File: config.mk
export PLATFORM = sky130hd
export DESIGN_NAME = bldc_commutator
export DESIGN_NICKNAME = d
export VERILOG_FILES = /design/src/rtl/bldc_commutator.sv
export SDC_FILE = /design/constraint.sdc
export NUM_CORES = 1
export LEC_CHECK = 0
export CAP_MARGIN = 25
export CORE_MARGIN = 3
export CORE_UTILIZATION = 40
export DETAILED_ROUTE_END_ITERATION = 16
export PLACE_DENSITY = 0.61
export SKIP_CTS_REPAIR_TIMING = 1
export SLEW_MARGIN = 20
export SYNTH_ARGS = -nofsm -noshare
export SYNTH_HDL_FRONTEND = slang
export SYNTH_SLANG_ARGS = --single-unit
File: constraint.sdc
create_clock -name clk_i -period 4.1 [get_ports clk_i]
set_input_delay 0.615 -clock clk_i [delete_from_list [all_inputs] [get_ports clk_i]]
set_output_delay 0.615 -clock clk_i [all_outputs]
set_load 0.02 [all_outputs]
File: src/rtl/bldc_commutator.sv
// -----------------------------------------------------------------------------
// bldc_commutator
//   Six-step BLDC commutation sequencer feeding the H-bridge signal generator.
//   Each step drives one high-side/low-side pair for a latched number of
//   cycles. An all-off dead interval follows each step before the next one.
//   The PWM duty is slew-limited to 1 LSB per RAMP_DIV cycles while running.
//
// Ports
//   clk_i          system clock
//   rst_i          asynchronous reset, active-high
//   enable_i       run request; low forces safe (all-off) outputs
//   dir_i          1 = forward (step+1), 0 = reverse (step-1)
//   step_period_i  drive length per step, in cycles (clamped to MIN_PERIOD)
//   duty_target_i  requested PWM duty
//   status_o       bridge enables {Ah,Al,Bh,Bl,Ch,Cl}
//   duty_o         slew-limited duty
//   step_o         current commutation step, 0..5
//   step_tick_o    one-cycle pulse when the step index advances
//   busy_o         high whenever the sequencer is not idle
// -----------------------------------------------------------------------------
module bldc_commutator #(
   parameter int DEAD_CYCLES = 2,
   parameter int MIN_PERIOD  = 16,
   parameter int RAMP_DIV    = 100,
   parameter int PERIOD_W    = 16
) (
   input  logic                clk_i,
   input  logic                rst_i,
   input  logic                enable_i,
   input  logic                dir_i,
   input  logic [PERIOD_W-1:0] step_period_i,
   input  logic [7:0]          duty_target_i,
   output logic [5:0]          status_o,
   output logic [7:0]          duty_o,
   output logic [2:0]          step_o,
   output logic                step_tick_o,
   output logic                busy_o
);

   localparam int PRE_W = (RAMP_DIV > 1) ? $clog2(RAMP_DIV) : 1;
   localparam logic [PRE_W-1:0]    PRE_LAST  = PRE_W'(RAMP_DIV - 1);
   localparam logic [PERIOD_W-1:0] MIN_P     = PERIOD_W'(MIN_PERIOD);
   localparam logic [PERIOD_W-1:0] DEAD_LAST = PERIOD_W'((DEAD_CYCLES > 0) ? DEAD_CYCLES - 1 : 0);

   typedef enum logic [1:0] {S_IDLE, S_DRIVE, S_DEAD} state_t;

   state_t              state_q, state_d;
   logic [2:0]          step_q, step_d;
   logic [PERIOD_W-1:0] cnt_q, cnt_d;
   logic [PERIOD_W-1:0] plen_q, plen_d;
   logic [5:0]          status_q, status_d;
   logic [7:0]          duty_q, duty_d;
   logic [PRE_W-1:0]    pre_q, pre_d;
   logic                tick_q, tick_d;
   logic                busy_q, busy_d;

   logic [2:0]          next_step;
   logic [PERIOD_W-1:0] plen_new;
   logic                advance;

   function automatic logic [5:0] step_status(input logic [2:0] s);
      case (s)
         3'd0:    step_status = 6'b100100;
         3'd1:    step_status = 6'b100001;
         3'd2:    step_status = 6'b001001;
         3'd3:    step_status = 6'b011000;
         3'd4:    step_status = 6'b010010;
         3'd5:    step_status = 6'b000110;
         default: step_status = 6'b000000;
      endcase
   endfunction

   always_comb begin
      state_d  = state_q;
      step_d   = step_q;
      cnt_d    = cnt_q;
      plen_d   = plen_q;
      status_d = status_q;
      duty_d   = duty_q;
      pre_d    = pre_q;
      tick_d   = 1'b0;
      busy_d   = busy_q;
      advance  = 1'b0;

      if (dir_i) next_step = (step_q == 3'd5) ? 3'd0 : step_q + 3'd1;
      else       next_step = (step_q == 3'd0) ? 3'd5 : step_q - 3'd1;

      plen_new = (step_period_i < MIN_P) ? MIN_P : step_period_i;

      // Duty ramp: prescaler only advances while running; clamped by the
      // compare so duty can never step past the target or out of range.
      if (busy_q) begin
         if (pre_q == PRE_LAST) begin
            pre_d = '0;
            if (duty_q < duty_target_i)      duty_d = duty_q + 8'd1;
            else if (duty_q > duty_target_i) duty_d = duty_q - 8'd1;
         end else begin
            pre_d = pre_q + PRE_W'(1);
         end
      end

      case (state_q)
         S_IDLE: begin
            status_d = '0;
            busy_d   = 1'b0;
            duty_d   = '0;
            pre_d    = '0;
            if (enable_i) begin
               state_d  = S_DRIVE;
               status_d = step_status(step_q);
               cnt_d    = '0;
               plen_d   = plen_new;
               busy_d   = 1'b1;
            end
         end
         S_DRIVE: begin
            if (enable_i) begin
               if (cnt_q == plen_q - PERIOD_W'(1)) begin
                  if (DEAD_CYCLES > 0) begin
                     state_d  = S_DEAD;
                     status_d = '0;
                     cnt_d    = '0;
                  end else begin
                     advance = 1'b1;
                  end
               end else begin
                  cnt_d = cnt_q + PERIOD_W'(1);
               end
            end
         end
         S_DEAD: begin
            if (enable_i) begin
               if (cnt_q == DEAD_LAST) advance = 1'b1;
               else                    cnt_d = cnt_q + PERIOD_W'(1);
            end
         end
         default: state_d = S_IDLE;
      endcase

      // A new step starts a fresh drive phase with a freshly latched period;
      // dir_i is sampled only here, so direction never changes mid-step.
      if (advance) begin
         state_d  = S_DRIVE;
         step_d   = next_step;
         tick_d   = 1'b1;
         status_d = step_status(next_step);
         cnt_d    = '0;
         plen_d   = plen_new;
      end

      // Dropping enable while running is immediately safe; step is retained.
      if (!enable_i && state_q != S_IDLE) begin
         state_d  = S_IDLE;
         status_d = '0;
         busy_d   = 1'b0;
         duty_d   = '0;
         pre_d    = '0;
         cnt_d    = '0;
      end
   end

   always_ff @(posedge clk_i or posedge rst_i) begin
      if (rst_i) begin
         state_q  <= S_IDLE;
         step_q   <= '0;
         cnt_q    <= '0;
         plen_q   <= '0;
         status_q <= '0;
         duty_q   <= '0;
         pre_q    <= '0;
         tick_q   <= 1'b0;
         busy_q   <= 1'b0;
      end else begin
         state_q  <= state_d;
         step_q   <= step_d;
         cnt_q    <= cnt_d;
         plen_q   <= plen_d;
         status_q <= status_d;
         duty_q   <= duty_d;
         pre_q    <= pre_d;
         tick_q   <= tick_d;
         busy_q   <= busy_d;
      end
   end

   assign status_o    = status_q;
   assign duty_o      = duty_q;
   assign step_o      = step_q;
   assign step_tick_o = tick_q;
   assign busy_o      = busy_q;

endmodule

==> flow_metrics.env <==
export IMPL_drc=0
export IMPL_yosysSeqAreaShare=0.3429
export IMPL_clkTransAtPathRegs_ns=0.07
export IMPL_n_antenna_cell=0
export IMPL_nets=585
export IMPL_cts_tree="done"
export IMPL_finClkSkew_ns=0.01132
export IMPL_finalMaxSlewViolations=0
export IMPL_crit_arrival_ns=3.81
export IMPL_ys_seq_elements=60
export IMPL_slowest_delay_ns=0.45
export IMPL_relSlewSlack=0.4164
export IMPL_yosys_area_top_type="dfrtp_1"
export IMPL_worst_endpoint_required_ns=4.39
export IMPL_synthTopCellsByArea="dfrtp_1, ha_1, nand2_1, nor2_1, xnor2_1"
export IMPL_gr_usage_all_layers=0.1673
export IMPL_synth_most_common_cell="dfrtp_1"
export IMPL_cts_sinks=60
export IMPL_synth_top_cells_by_count="dfrtp_1, nand2_1, nor2_1"
export IMPL_p_leak_nw=2.213
export IMPL_fmax_mhz=283.8
export IMPL_fin_crit_ns=3.524
export IMPL_tightest_slew_ns=0.8674
export IMPL_grt_pass1_vias=3605
export IMPL_routabilityCongestion=0.8076
export IMPL_start_util=0.4186
export IMPL_htree_levels=3
export IMPL_via_count=3660
export IMPL_core_area_mm2=0.01046
export IMPL_status="finished, final reports clean"
export IMPL_antenna_found_initial=0
export IMPL_synth_distinct_cells=69
export IMPL_placed_cells=658
export IMPL_antenna_left=0
export IMPL_floorplan_io_pins=47
export IMPL_worst_setup_path_start_kind="primary input"
export IMPL_areaGrowthSynthToFinish_pct=18.54
export IMPL_rsz0062_at_grt="false"
export IMPL_vdd_drop_max_mv=0.3016
export IMPL_p_per_area_mw_per_mm2=491.8
export IMPL_synthArstFlopShare=1.000
export IMPL_crit_chain="clkdlybuf4s50_1 -> inv_1 -> ha_1 -> nor2b_1 -> o21ai_0 -> nand2b_1 -> a21oi_1 -> o21ai_1 -> ha_1 -> a21o_1 -> a21oi_1 -> nor2b_1 -> o21a_1 -> o41ai_1 -> xnor2_1 -> a211o_1 -> nand2_1"
export IMPL_synth_top_area_frac=0.3429
export IMPL_drtIter0Drc=169
export IMPL_finalPower_w=0.002553
export IMPL_final_area_mm2=0.005191
export IMPL_insertion_delay_ns=0.35
export IMPL_dr_pass1_iters=4
export IMPL_grt_pass1_wl_mm=17.31
export IMPL_die_h_um=110.6
export IMPL_cts_root_buf="clkbuf_8"
export IMPL_slowest_stage="clkdlybuf4s50_1"
export IMPL_wirelength_mm=9.766
export IMPL_crit_type="primary input to flop"
export IMPL_tns_ns=0
export IMPL_finalHoldViolations=0
export IMPL_overflow=0
export IMPL_clk_path_buf_depth=2
export IMPL_die_w_um=110.6
export IMPL_place_hpwl_mm=7.179
export IMPL_finalNonFillerCells=674
export IMPL_fin_crit_sh=0.8595
export IMPL_finalSetupViolCount=0
export IMPL_yosys_warnings=0
export IMPL_io_buffers=46
export IMPL_dominantRegCellSynth="dfrtp_1"
export IMPL_timing_hold_ws_ns=0.5162
export IMPL_synth_edff_count=0
export IMPL_dpl_cell_area_mm2=0.004940
export IMPL_fp_row_count=37
export IMPL_syn_area_per_cell_um2=8.811
export IMPL_syn_cell_area_mm2=0.004379
export IMPL_cap_violations=0
export IMPL_vias_per_cell=5.430
export IMPL_cts_buffers=9
export IMPL_drive_above_1_share=0.1078
export IMPL_cp_max_fo=4
export IMPL_die_area_mm2=0.01224
export IMPL_synth_net_count=549
export IMPL_syn_inst=497
export IMPL_fill_cells=996
export IMPL_holdCritPathClass="flop to flop"
export IMPL_grt_max_degree=46
export IMPL_wire_per_inst_um=14.49
export IMPL_worstSetupEndpointType="flop"
-- stage by stage --
step           utilization  setup WS (ns)
3_5_place_dp        0.4721         0.2421
6_report            0.4962         0.5761
2_1_floorplan            -         0.6973
4_1_cts             0.4961         0.5820
5_1_grt             0.4962         0.2838
3_3_place_gp        0.4721         0.3281
-- worst paths after layout --
| kind | slack (ns) | from | cells past startpoint | endpoint |
|---|---|---|---|---|
| worst max-delay path | 0.58 | duty_target_i[1] | 17 | duty_o[7] |
| worst min-delay path | 0.52 | status_o[3] | 1 | status_o[3] |
| worst max register to register | 0.71 | plen_q[0] | 11 | cnt_q[13] |
| worst min register to register | 0.52 | status_o[3] | 1 | status_o[3] |
| max in group asynchronous | 2.66 | rst_i | 3 | plen_q[8] |
| min in group asynchronous | 0.71 | rst_i | 2 | duty_o[2] |
-- sequential cells by signal, summed over array words and instances (netlist names) --
register	cells
status_o	6
pre_q	7
busy_o	1
state_q	2
plen_q	16
duty_o	8
step_tick_o	1
cnt_q	16
step_o	3
-- cell usage in the layout, fill, tap and decap left out, types with 5 or more instances in the layout --
| cell | synthesis | final |
|---|---|---|
| dfrtp_1 | 60 | 60 |
| nand2_1 | 46 | 46 |
| clkdlybuf4s50_1 | 0 | 46 |
| nor2_1 | 44 | 44 |
| inv_1 | 31 | 30 |
| ha_1 | 23 | 23 |
| a21oi_1 | 19 | 19 |
| o21ai_0 | 19 | 18 |
| xnor2_1 | 17 | 17 |
| nor3_1 | 17 | 17 |
| nand3_1 | 14 | 14 |
| xor2_1 | 12 | 12 |
| mux2_2 | 11 | 11 |
| clkbuf_8 | 0 | 11 |
| mux2i_1 | 10 | 10 |
| buf_4 | 1 | 10 |
| nand2b_1 | 9 | 9 |
| o31ai_1 | 9 | 9 |
| nor4_1 | 8 | 8 |
| nor2b_1 | 7 | 7 |
| nand4_1 | 7 | 7 |
| and3_1 | 7 | 7 |
| o21a_1 | 6 | 6 |
| a31oi_1 | 6 | 6 |
| mux2_4 | 6 | 6 |
| a21o_1 | 5 | 5 |
| nand3b_1 | 5 | 5 |
-- kinds of logic after synthesis --
family	after synthesis	synth area share
simple gates	189	0.2260
compound gates	105	0.1706
buf+inv	63	0.06057
flops	60	0.3429
xor+xnor	29	0.05800
mux	27	0.07172
fa+ha+maj	24	0.07029
-- where the power goes --
group / internal, W / switching [W]
Sequential: 0.000705 / 0.000177
Clock: 0.000436 / 0.000243
Combinational: 0.000462 / 0.000529
-- per-layer routing --
metal / vias up / GRT usage / routed length [um]
met5: - / 0 / 0
li1: 1847 / - / -
met2: 59 / 0.2682 / 4492
met1: 1745 / 0.2256 / 4821
met3: 9 / 0.04055 / 346
met4: 0 / 0.04598 / 106
-- critical path: cells and delay by family --
kind	cells	cell delay [ns]
buffers and inverters	2	0.49
adder cells (fa/ha/maj)	2	0.59
AND/OR/NAND/NOR	4	0.38
XOR/XNOR	1	0.14
AO/OA/AOI/OAI	8	1.60
-- cell type report --
class,count,area [um^2],area share
flip-flops and latches,60,1501,0.2892
repair buffers,56,535.5,0.1032
well taps,136,170.2,0.03278
clock inverters,4,95.09,0.01832
inverters,32,121.4,0.02338
multi-input cells,374,2613,0.5033
clock buffers,12,155.1,0.02989
Power figures use the tool's default switching activity.
